--- config.mk ---
export PLATFORM = sky130hd
export DESIGN_NAME = vga_timing_gen_flat
export DESIGN_NICKNAME = d
export VERILOG_FILES = /design/src/rtl/vga_timing_gen_if.sv /design/src/rtl/vga_timing_gen.sv /design/src/flat_wrapper.sv
export SDC_FILE = /design/constraint.sdc
export NUM_CORES = 1
export LEC_CHECK = 0
export ABC_AREA = 0
export CORE_MARGIN = 2
export CORE_UTILIZATION = 46
export CTS_CLUSTER_DIAMETER = 150
export CTS_CLUSTER_SIZE = 28
export DETAILED_ROUTE_END_ITERATION = 6
export PLACE_DENSITY = 0.85
export RECOVER_POWER = 25
export SYNTH_ARGS = -nofsm -noshare
export SYNTH_HDL_FRONTEND = slang
export SYNTH_SLANG_ARGS = --single-unit
--- constraint.sdc ---
create_clock -name Clk -period 2.43 [get_ports Clk]
set_input_delay 0.486 -clock Clk [delete_from_list [all_inputs] [get_ports Clk]]
set_output_delay 0.486 -clock Clk [all_outputs]
set_load 0.05 [all_outputs]
--- src/rtl/vga_timing_gen_if.sv ---
// Pixel-side bus of the VGA timing generator: colour in from the mapper,
// scan position, frame strobe and registered DAC pins out.
interface vga_timing_gen_if;
    logic [7:0]  R_in;
    logic [7:0]  G_in;
    logic [7:0]  B_in;
    logic        pixel_clk;
    logic [9:0]  DrawX;
    logic [9:0]  DrawY;
    logic        hs;
    logic        vs;
    logic        blank;
    logic [7:0]  VGA_R;
    logic [7:0]  VGA_G;
    logic [7:0]  VGA_B;
    logic        frame_start;
    logic [15:0] frame_count;

    modport master (
        input  R_in, G_in, B_in,
        output pixel_clk, DrawX, DrawY, hs, vs, blank,
               VGA_R, VGA_G, VGA_B, frame_start, frame_count
    );

    modport slave (
        output R_in, G_in, B_in,
        input  pixel_clk, DrawX, DrawY, hs, vs, blank,
               VGA_R, VGA_G, VGA_B, frame_start, frame_count
    );
endinterface

--- src/rtl/vga_timing_gen.sv ---
// VGA raster timing from the system clock at half rate: scan counters,
// sync/blank decode and a registered colour stage one pixel behind the counters.
module vga_timing_gen #(
    parameter int H_VISIBLE = 640,
    parameter int H_FP      = 16,
    parameter int H_SYNC    = 96,
    parameter int H_BP      = 48,
    parameter int V_VISIBLE = 480,
    parameter int V_FP      = 10,
    parameter int V_SYNC    = 2,
    parameter int V_BP      = 33
) (
    input  logic              Clk,
    input  logic              Reset,
    vga_timing_gen_if.master  vga
);

    localparam int H_TOTAL = H_VISIBLE + H_FP + H_SYNC + H_BP;
    localparam int V_TOTAL = V_VISIBLE + V_FP + V_SYNC + V_BP;

    localparam logic [9:0] H_LAST   = 10'(H_TOTAL - 1);
    localparam logic [9:0] V_LAST   = 10'(V_TOTAL - 1);
    localparam logic [9:0] H_VIS    = 10'(H_VISIBLE);
    localparam logic [9:0] V_VIS    = 10'(V_VISIBLE);
    localparam logic [9:0] HS_FIRST = 10'(H_VISIBLE + H_FP);
    localparam logic [9:0] HS_LAST  = 10'(H_VISIBLE + H_FP + H_SYNC - 1);
    localparam logic [9:0] VS_FIRST = 10'(V_VISIBLE + V_FP);
    localparam logic [9:0] VS_LAST  = 10'(V_VISIBLE + V_FP + V_SYNC - 1);

    logic        tick;
    logic [9:0]  hc_p0;
    logic [9:0]  vc_p0;
    logic        hs_p1;
    logic        vs_p1;
    logic        blank_p1;
    logic [7:0]  r_p1;
    logic [7:0]  g_p1;
    logic [7:0]  b_p1;
    logic        frame_start_p1;
    logic [15:0] frame_count_p1;

    logic h_wrap;
    logic v_wrap;
    logic visible;
    logic hsync_region;
    logic vsync_region;

    // Stage p0 decode: every region test uses the pre-increment position.
    assign h_wrap       = (hc_p0 == H_LAST);
    assign v_wrap       = (vc_p0 == V_LAST);
    assign visible      = (hc_p0 < H_VIS) && (vc_p0 < V_VIS);
    assign hsync_region = (hc_p0 >= HS_FIRST) && (hc_p0 <= HS_LAST);
    assign vsync_region = (vc_p0 >= VS_FIRST) && (vc_p0 <= VS_LAST);

    always_ff @(posedge Clk or posedge Reset) begin
        if (Reset) begin
            tick           <= 1'b0;
            hc_p0          <= '0;
            vc_p0          <= '0;
            hs_p1          <= 1'b1;
            vs_p1          <= 1'b1;
            blank_p1       <= 1'b0;
            r_p1           <= '0;
            g_p1           <= '0;
            b_p1           <= '0;
            frame_start_p1 <= 1'b0;
            frame_count_p1 <= '0;
        end else begin
            tick           <= ~tick;
            // The strobe lasts one Clk: the edge after an advance edge never advances.
            frame_start_p1 <= 1'b0;
            if (tick) begin
                hc_p0 <= h_wrap ? 10'd0 : hc_p0 + 10'd1;
                if (h_wrap) begin
                    vc_p0 <= v_wrap ? 10'd0 : vc_p0 + 10'd1;
                    if (v_wrap) begin
                        frame_start_p1 <= 1'b1;
                        frame_count_p1 <= frame_count_p1 + 16'd1;
                    end
                end
                // Stage p1: pin outputs for the pixel the counters held before this edge.
                hs_p1    <= ~hsync_region;
                vs_p1    <= ~vsync_region;
                blank_p1 <= visible;
                r_p1     <= visible ? vga.R_in : 8'd0;
                g_p1     <= visible ? vga.G_in : 8'd0;
                b_p1     <= visible ? vga.B_in : 8'd0;
            end
        end
    end

    assign vga.pixel_clk   = tick;
    assign vga.DrawX       = hc_p0;
    assign vga.DrawY       = vc_p0;
    assign vga.hs          = hs_p1;
    assign vga.vs          = vs_p1;
    assign vga.blank       = blank_p1;
    assign vga.VGA_R       = r_p1;
    assign vga.VGA_G       = g_p1;
    assign vga.VGA_B       = b_p1;
    assign vga.frame_start = frame_start_p1;
    assign vga.frame_count = frame_count_p1;

endmodule

--- src/flat_wrapper.sv ---
// flat-port wrapper written by rule: the top's interface ports become plain ports
module vga_timing_gen_flat 
#(
    parameter int H_VISIBLE = 640,
    parameter int H_FP      = 16,
    parameter int H_SYNC    = 96,
    parameter int H_BP      = 48,
    parameter int V_VISIBLE = 480,
    parameter int V_FP      = 10,
    parameter int V_SYNC    = 2,
    parameter int V_BP      = 33
)
  (Clk, Reset, vga_R_in, vga_G_in, vga_B_in, vga_pixel_clk, vga_DrawX, vga_DrawY, vga_hs, vga_vs, vga_blank, vga_VGA_R, vga_VGA_G, vga_VGA_B, vga_frame_start, vga_frame_count);
  vga_timing_gen_if vga_i ();
  input  logic Clk;
  input  logic Reset;
  input wire logic [$bits(vga_i.R_in)-1:0] vga_R_in;
  input wire logic [$bits(vga_i.G_in)-1:0] vga_G_in;
  input wire logic [$bits(vga_i.B_in)-1:0] vga_B_in;
  output wire logic [$bits(vga_i.pixel_clk)-1:0] vga_pixel_clk;
  output wire logic [$bits(vga_i.DrawX)-1:0] vga_DrawX;
  output wire logic [$bits(vga_i.DrawY)-1:0] vga_DrawY;
  output wire logic [$bits(vga_i.hs)-1:0] vga_hs;
  output wire logic [$bits(vga_i.vs)-1:0] vga_vs;
  output wire logic [$bits(vga_i.blank)-1:0] vga_blank;
  output wire logic [$bits(vga_i.VGA_R)-1:0] vga_VGA_R;
  output wire logic [$bits(vga_i.VGA_G)-1:0] vga_VGA_G;
  output wire logic [$bits(vga_i.VGA_B)-1:0] vga_VGA_B;
  output wire logic [$bits(vga_i.frame_start)-1:0] vga_frame_start;
  output wire logic [$bits(vga_i.frame_count)-1:0] vga_frame_count;
  assign vga_i.R_in = vga_R_in;
  assign vga_i.G_in = vga_G_in;
  assign vga_i.B_in = vga_B_in;
  assign vga_pixel_clk = vga_i.pixel_clk;
  assign vga_DrawX = vga_i.DrawX;
  assign vga_DrawY = vga_i.DrawY;
  assign vga_hs = vga_i.hs;
  assign vga_vs = vga_i.vs;
  assign vga_blank = vga_i.blank;
  assign vga_VGA_R = vga_i.VGA_R;
  assign vga_VGA_G = vga_i.VGA_G;
  assign vga_VGA_B = vga_i.VGA_B;
  assign vga_frame_start = vga_i.frame_start;
  assign vga_frame_count = vga_i.frame_count;
  vga_timing_gen #(.H_VISIBLE(H_VISIBLE), .H_FP(H_FP), .H_SYNC(H_SYNC), .H_BP(H_BP), .V_VISIBLE(V_VISIBLE), .V_FP(V_FP), .V_SYNC(V_SYNC), .V_BP(V_BP)) u_core (.Clk(Clk), .Reset(Reset), .vga(vga_i));
endmodule
==> flow_summary.rst, run 1 <==
.. list-table::
   :header-rows: 1

   * - Metric
     - Value
   * - Status
     - finished clean
   * - Stages on the worst setup path
     - 1
   * - RSZ-0062 raised after global routing
     - no
   * - Detail Route Antenna Nets
     - 0
   * - Cell-internal power
     - 1.87 mW
   * - Share of total power in combinational logic
     - 0.081
   * - DRT Pass-1 Iters
     - 4
   * - DRC violations left
     - 0
   * - Global-route wire length before repair
     - 10.1 mm
   * - Part of the power in the clock network
     - 0.459
   * - Fraction of power spent switching nets
     - 0.228
   * - Buf+Inv Stages, Crit Path
     - 1
   * - Family with the most delay on the worst path
     - buffers and inverters
   * - Root Driver
     - sky130_fd_sc_hd__clkbuf_8
   * - Num Clock Sinks
     - 65
   * - Area contributors post-synth
     - sky130_fd_sc_hd__dfrtp_1, sky130_fd_sc_hd__a22o_1, sky130_fd_sc_hd__xnor2_1
   * - I/O pins
     - 91
   * - Cells along the critical path
     - clkdlybuf4s50_1
   * - Starting utilization of the core area
     - 0.475
   * - Number of synthesized register bits
     - 65
   * - Cells after Synth
     - 238
   * - Kind of start point of the critical path
     - flop
   * - Switch Pwr
     - 553 uW
   * - Inserted Clock Buffers
     - 9
   * - Required @ worst endpoint
     - 1.94 ns
   * - Number of max-cap violations
     - 0
   * - Count of endpoints failing setup in the final report
     - 0
   * - Worst IR drop on VDD
     - 405 uV
   * - Initial antenna violation count
     - 0
   * - Number of DRC markers in iteration 0
     - 148
   * - Post-detailed-placement half-perimeter wirelength
     - 4.33 mm
   * - Leakage
     - 1.82 nW
   * - Count of antenna diodes in the layout
     - 0
   * - Number of gates resized after CTS
     - 0
   * - Number of H-tree levels
     - 3
   * - Period utilization
     - 0.920
   * - Number of core rows
     - 28
   * - Largest net degree at the start of global routing
     - 35
   * - Hold Path Class
     - reg -> reg
   * - Buffer levels on the longest clock path
     - 2
   * - Synthesized area divided by synthesized cell count
     - 11.8 sq um
   * - Total gr overflow
     - 0
   * - Clock-pin slew of the registers on the worst-case setup and hold paths
     - 0.08 ns
   * - Crit-path max cell delay
     - 0.88 ns
   * - Total nets after synthesis
     - 270
   * - CTS tree
     - yes
   * - R2R depth
     - 8
   * - Ratio of cells with drive above 1 in the final layout
     - 0.0912
   * - CP Class
     - reg -> out
   * - Count of distinct cell types in the synthesized netlist
     - 37
   * - Worst Max-Slew Pin Slew
     - 0.812 ns
   * - Synthesis-to-layout area growth
     - 43.8%
   * - Quantity of I/O buffers inserted on ports
     - 90
   * - Setup TNS
     - 0 ns
   * - Peak clock frequency supported by timing
     - 0.447 GHz
   * - Routed wire per std cell
     - 14.7 um
   * - Floorplan Core Area
     - 0.00592 sq mm
   * - Final wirelength
     - 6.10 mm
   * - Core Util, Final
     - 0.683
   * - Top-area cell type share of the netlist area
     - 0.560
   * - Number of buffers inserted for hold repair after clock tree synthesis
     - 0
   * - Die height
     - 82.2 um
   * - Number of nets in the layout
     - 367
   * - CP max FO
     - 12
   * - Vias in the first global route
     - 2105
   * - Share of total power in sequential cells
     - 0.460
   * - Skew-Pair Late Insertion Delay
     - 0.34 ns
   * - Fin crit period
     - 2.24 ns
   * - Worst hold path stage count
     - 1
   * - Routability Congestion
     - 0.896
   * - Ratio of total power to cell area
     - 598 mW/mm^2
   * - Detailed-route via count
     - 2177
   * - Synth area leader
     - sky130_fd_sc_hd__dfrtp_1
   * - Final count of hold timing violations
     - 0
   * - Max-slew headroom
     - 0.459
   * - Vias/cell
     - 5.25
   * - Number of pins exceeding their max-slew limit in the final report
     - 0
   * - Clock tree skew after final layout
     - 0.00730 ns
   * - Area of the mapped netlist
     - 0.00281 sq mm
   * - Synthesis Warnings
     - 0
   * - Setup crit end kind
     - primary output
   * - Overall die width
     - 82.2 um
   * - Post CTS Setup Buffer Count
     - 0
   * - Worst EP arrival
     - 1.75 ns
   * - Global-route total usage across every layer
     - 0.200
   * - Sequential cell area fraction in the yosys report
     - 0.579
   * - Die ar.
     - 0.00676 sq mm
   * - Library cell contributing the largest single delay on the critical path
     - sky130_fd_sc_hd__clkdlybuf4s50_1
==> cell families (layout without fill, tap and decap cells) <==
group	after synthesis	after routing	share of synthesized area
XOR/XNOR	29	29	0.0903
buffers and inverters	16	118	0.0254
flip-flops	65	65	0.579
AO/OA/AOI/OAI	36	36	0.0983
multiplexers	1	1	0.00400
adder cells (fa/ha/maj)	6	6	0.0267
AND/OR/NAND/NOR	85	85	0.176
==> power by group through the flow <==
stage / clock (mW) / sequential (mW) / combinational (mW)
5_1_grt: 1.19 / 1.12 / 0.208
4_1_cts: 1.13 / 1.11 / 0.203
2_1_floorplan: 0 / 1.21 / 0.0326
6_report: 1.11 / 1.11 / 0.196
3_5_place_dp: 0 / 1.13 / 0.203
3_3_place_gp: 0 / 1.13 / 0.200
==> per-layer routing <==
| metal | global-route usage | wire length, um | up-vias |
|---|---|---|---|
| met5 | 0 | 0 | - |
| met4 | 0.128 | 175 | 0 |
| met1 | 0.273 | 2760 | 1058 |
| met2 | 0.286 | 2860 | 72 |
| met3 | 0.0446 | 305 | 13 |
| li1 | - | - | 1034 |
==> cells in the mapped netlist <==
master                     number
sky130_fd_sc_hd__nand4_4        1
sky130_fd_sc_hd__ha_1           6
sky130_fd_sc_hd__nor3_1         8
sky130_fd_sc_hd__and3b_1        1
sky130_fd_sc_hd__and4_1         2
sky130_fd_sc_hd__dfrtp_1       63
sky130_fd_sc_hd__clkbuf_1       4
sky130_fd_sc_hd__nand4_1        8
sky130_fd_sc_hd__a21o_1         1
sky130_fd_sc_hd__inv_1          7
sky130_fd_sc_hd__o22ai_1        1
sky130_fd_sc_hd__nor4bb_1       1
sky130_fd_sc_hd__nand2_1       21
sky130_fd_sc_hd__nor2_1        15
sky130_fd_sc_hd__nor4_1         2
sky130_fd_sc_hd__mux2_2         1
sky130_fd_sc_hd__nand4_2        1
sky130_fd_sc_hd__dfstp_2        2
sky130_fd_sc_hd__nor4b_4        1
sky130_fd_sc_hd__a22o_1        24
sky130_fd_sc_hd__xnor2_1       18
sky130_fd_sc_hd__xor2_1        11
sky130_fd_sc_hd__and3_1         6
sky130_fd_sc_hd__buf_2          3
sky130_fd_sc_hd__nor2b_1        1
sky130_fd_sc_hd__or4_1          1
sky130_fd_sc_hd__buf_6          1
sky130_fd_sc_hd__and2_1         1
sky130_fd_sc_hd__a21oi_1        2
sky130_fd_sc_hd__nand3_1       11
sky130_fd_sc_hd__buf_1          1
sky130_fd_sc_hd__nor4b_2        1
sky130_fd_sc_hd__nor4_4         1
sky130_fd_sc_hd__a21boi_0       1
sky130_fd_sc_hd__or2_2          1
sky130_fd_sc_hd__nor4b_1        1
sky130_fd_sc_hd__o21ai_0        7
==> layout by cell type (no fill, tap or decap), drive strengths merged, types with 4 or more instances in the layout <==
master / count
ha: 6
buf: 4
nor3: 8
clkdlybuf4s50: 89
xnor2: 18
and3: 6
nand2: 21
nand4: 10
inv: 8
dfrtp: 63
a22o: 24
nand3: 11
o21ai: 7
xor2: 11
nor2: 15
clkbuf: 10
==> cell type report <==
class / count / area, sq um
flip-flops and latches: 65 / 1630
clock inverters: 7 / 118
fillers: 439 / 1880
well taps: 75 / 93.8
inverters: 7 / 26.3
clock buffers: 9 / 124
repair buffers: 95 / 936
multi-input cells: 157 / 1120
==> flip-flops by register name (all words and copies together) (netlist names) <==
name                    flops
u_core.vga.frame_count     16
u_core.vga.DrawX           10
u_core.vga.DrawY           10
u_core.vga.VGA_B            8
u_core.vga.VGA_G            8
u_core.vga.VGA_R            8
u_core.vga.blank            1
u_core.vga.frame_start      1
u_core.vga.hs               1
u_core.vga.pixel_clk        1
u_core.vga.vs               1
==> metrics by stage <==
stage | hold slack, ns | instance area [sq um] | setup WS, ns | power, mW | std cells
3_3_place_gp | 0.459 | 3820 | 0.328 | 1.33 | 399
5_1_grt | 0.508 | 4040 | 0.0939 | 2.51 | 415
6_report | 0.470 | 4040 | 0.194 | 2.42 | 415
2_1_floorplan | 0.592 | 2810 | 0.129 | 1.24 | 238
3_5_place_dp | 0.465 | 3820 | 0.215 | 1.34 | 399
4_1_cts | 0.440 | 4060 | 0.168 | 2.45 | 415
==> worst paths after layout <==
check,startpoint,to,slack [ns]
max,u_core.vga.pixel_clk,vga_pixel_clk,0.19
min,u_core.vga.frame_count[15],u_core.vga.frame_count[15],0.47
max reg2reg,u_core.vga.DrawY[0],u_core.vga.frame_count[4],0.28
min reg2reg,u_core.vga.frame_count[15],u_core.vga.frame_count[15],0.47
max in group asynchronous,Reset,u_core.vga.VGA_B[7],0.53
min in group asynchronous,Reset,u_core.vga.frame_start,0.67
Note: power is estimated with default switching activity, not from simulation.
==> run 2: changes to the inputs <==
- ABC_CLOCK_PERIOD_IN_PS: unset -> 2430
- CELL_PAD_IN_SITES_DETAIL_PLACEMENT: unset -> 0
- CELL_PAD_IN_SITES_GLOBAL_PLACEMENT: unset -> 2
- CORE_UTILIZATION: 46 -> 29
==> flow_summary.rst, run 2 (synthesis results as in run 1) <==
.. list-table::
   :header-rows: 1

   * - Metric
     - Value
   * - Switch Pwr
     - 540 uW
   * - FF+latch area
     - 0.00163 sq mm
   * - Required @ worst endpoint
     - 1.94 ns
   * - Global-route wire length before repair
     - 10.7 mm
   * - Ratio of cells with drive above 1 in the final layout
     - 0.0941
   * - Detail Route Antenna Nets
     - 0
   * - Skew-Pair Late Insertion Delay
     - 0.34 ns
   * - Floorplan Core Area
     - 0.00933 sq mm
   * - Buf+Inv Stages, Crit Path
     - 1
   * - CP max FO
     - 12
   * - Share of total power in sequential cells
     - 0.473
   * - Ratio of total power to cell area
     - 573 mW/mm^2
   * - Global-route total usage across every layer
     - 0.132
   * - Post CTS Setup Buffer Count
     - 0
   * - Count of endpoints failing setup in the final report
     - 0
   * - Overall die width
     - 102 um
   * - Family with the most delay on the worst path
     - buffers and inverters
   * - Number of core rows
     - 35
   * - Layer carrying the most global-route usage
     - met2
   * - Period utilization
     - 0.930
   * - Flip-flop count of the largest register, all copies and words added
     - 16
   * - Routability Congestion
     - 0.752
   * - Cell-internal power
     - 1.81 mW
   * - Core Util, Final
     - 0.441
   * - Clock-pin slew of the registers on the worst-case setup and hold paths
     - 0.07 ns
   * - Power Total
     - 2.35 mW
   * - Kind of start point of the critical path
     - flop
   * - Final wirelength
     - 6.48 mm
   * - Peak clock frequency supported by timing
     - 0.443 GHz
   * - Commonest non-fill, non-tap cell in the layout
     - sky130_fd_sc_hd__clkdlybuf4s50_1
   * - Worst IR drop on VDD
     - 302 uV
   * - Number of max-cap violations
     - 1
   * - Synthesis-to-layout area growth
     - 46.1%
   * - Leakage
     - 1.83 nW
   * - RSZ-0062 raised after global routing
     - no
   * - Initial antenna violation count
     - 0
   * - DRT Pass-1 Iters
     - 4
   * - # fillers
     - 894
   * - Worst EP arrival
     - 1.77 ns
   * - Quantity of I/O buffers inserted on ports
     - 90
   * - Total gr overflow
     - 0
   * - Count of antenna diodes in the layout
     - 0
   * - Num Clock Sinks
     - 65
   * - Die height
     - 102 um
   * - Routed wire per std cell
     - 13.8 um
   * - Detailed-route via count
     - 2145
   * - Root Driver
     - sky130_fd_sc_hd__clkbuf_8
   * - Number of nets in the layout
     - 367
   * - Crit-path max cell delay
     - 0.87 ns
   * - Fraction of power spent switching nets
     - 0.229
   * - GR Layer Usage met1
     - 0.173
   * - Fin crit period
     - 2.26 ns
   * - Setup TNS
     - 0 ns
   * - Worst Max-Slew Pin Slew
     - 1.60 ns
   * - Post-detailed-placement half-perimeter wirelength
     - 4.48 mm
   * - Met2 capacity usage during global routing
     - 0.187
   * - CP Class
     - reg -> out
   * - Share of total power in combinational logic
     - 0.083
   * - Starting utilization of the core area
     - 0.302
   * - Vias/cell
     - 4.57
   * - Status
     - complete, but fails checks
   * - Max-slew headroom
     - -0.0643
   * - DRC violations left
     - 0
   * - Clock tree skew after final layout
     - 0.00823 ns
   * - Number of DRC markers in iteration 0
     - 50
   * - Die ar.
     - 0.0105 sq mm
   * - Hold Path Class
     - reg -> reg
   * - Cells along the critical path
     - clkdlybuf4s50_1
   * - Most frequent cells in the layout
     - sky130_fd_sc_hd__clkdlybuf4s50_1, sky130_fd_sc_hd__dfrtp_1, sky130_fd_sc_hd__a22o_1
   * - Inserted Clock Buffers
     - 9
   * - GR met3 Demand/Resource
     - 0.0588
   * - Number of pins exceeding their max-slew limit in the final report
     - 66
   * - Buffer levels on the longest clock path
     - 2
   * - I/O pins
     - 91
   * - CTS tree
     - yes
   * - Largest net degree at the start of global routing
     - 66
   * - Number of H-tree levels
     - 3
   * - Part of the power in the clock network
     - 0.444
   * - Vias in the first global route
     - 2198
   * - Violated checks
     - max-capacitance violations, max-slew violations
   * - Final count of hold timing violations
     - 0
   * - Library cell contributing the largest single delay on the critical path
     - sky130_fd_sc_hd__clkdlybuf4s50_1
   * - Setup crit end kind
     - primary output
   * - Combined area of the multi-input logic cells
     - 0.00113 sq mm
-- run 2: cell count changes in the layout (fill, tap and decap cells not counted) --
cell,change
sky130_fd_sc_hd__clkbuf_8,+2
sky130_fd_sc_hd__bufinv_16,-1
sky130_fd_sc_hd__clkdlybuf4s50_1,+1
sky130_fd_sc_hd__clkinv_1,+1
sky130_fd_sc_hd__clkinv_4,-1
sky130_fd_sc_hd__clkinvlp_4,+1
sky130_fd_sc_hd__dlygate4sd3_1,-1
sky130_fd_sc_hd__inv_1,-1
sky130_fd_sc_hd__inv_6,-1
sky130_fd_sc_hd__nor2_1,-1
sky130_fd_sc_hd__nor2_2,+1
sky130_fd_sc_hd__nor4b_2,-1
sky130_fd_sc_hd__nor4b_4,+1
-- run 2: final timing paths --
kind	start	endpoint	slack (ns)	cells past startpoint
max reg2reg	u_core.vga.DrawY[0]	u_core.vga.frame_count[12]	0.25	8
min reg2reg	u_core.vga.frame_count[15]	u_core.vga.frame_count[15]	0.48	1
max	u_core.vga.pixel_clk	vga_pixel_clk	0.17	1
max in group asynchronous	Reset	u_core.vga.VGA_B[6]	0.49	3
min	u_core.vga.frame_count[15]	u_core.vga.frame_count[15]	0.48	1
min in group asynchronous	Reset	u_core.vga.frame_count[9]	1.00	3
-- run 2: area by class of cell --
class / count / area share
sequential: 65 / 0.396
multi-input combinational: 157 / 0.275
timing repair buffer: 95 / 0.228
tap: 129 / 0.0393
clock buffer: 11 / 0.0368
clock inverter: 5 / 0.0189
inverter: 7 / 0.00639
-- run 2: power by group through the flow --
stage                     sequential [mW]  clock, mW  combinational, mW
after floorplan                      1.21          0             0.0326
after global placement               1.13          0              0.201
after detailed placement             1.13          0              0.203
after CTS                            1.11       1.08              0.203
after global routing                 1.12       1.14              0.209
final                                1.11       1.04              0.196
-- run 2: repair_timing --
item,CTS,global route
hold buffers,0,0
setup endpoints to repair,0,7
resized for setup,0,2
-- run 2: through the flow --
stage          std cells  setup slack, ns  area (sq um)  hold WS (ns)
2_1_floorplan        238            0.129          2810         0.592
3_3_place_gp         453            0.284          3880         0.462
3_5_place_dp         453            0.176          3880         0.472
4_1_cts              469            0.141          4110         0.482
5_1_grt              469          0.00818          4110         0.497
6_report             469            0.171          4110         0.476
-- run 2: metal layers --
layer,share of wire,wire length (um)
met4,0.018,119
met3,0.097,626
met2,0.41,2680
met1,0.47,3060
met5,0,0
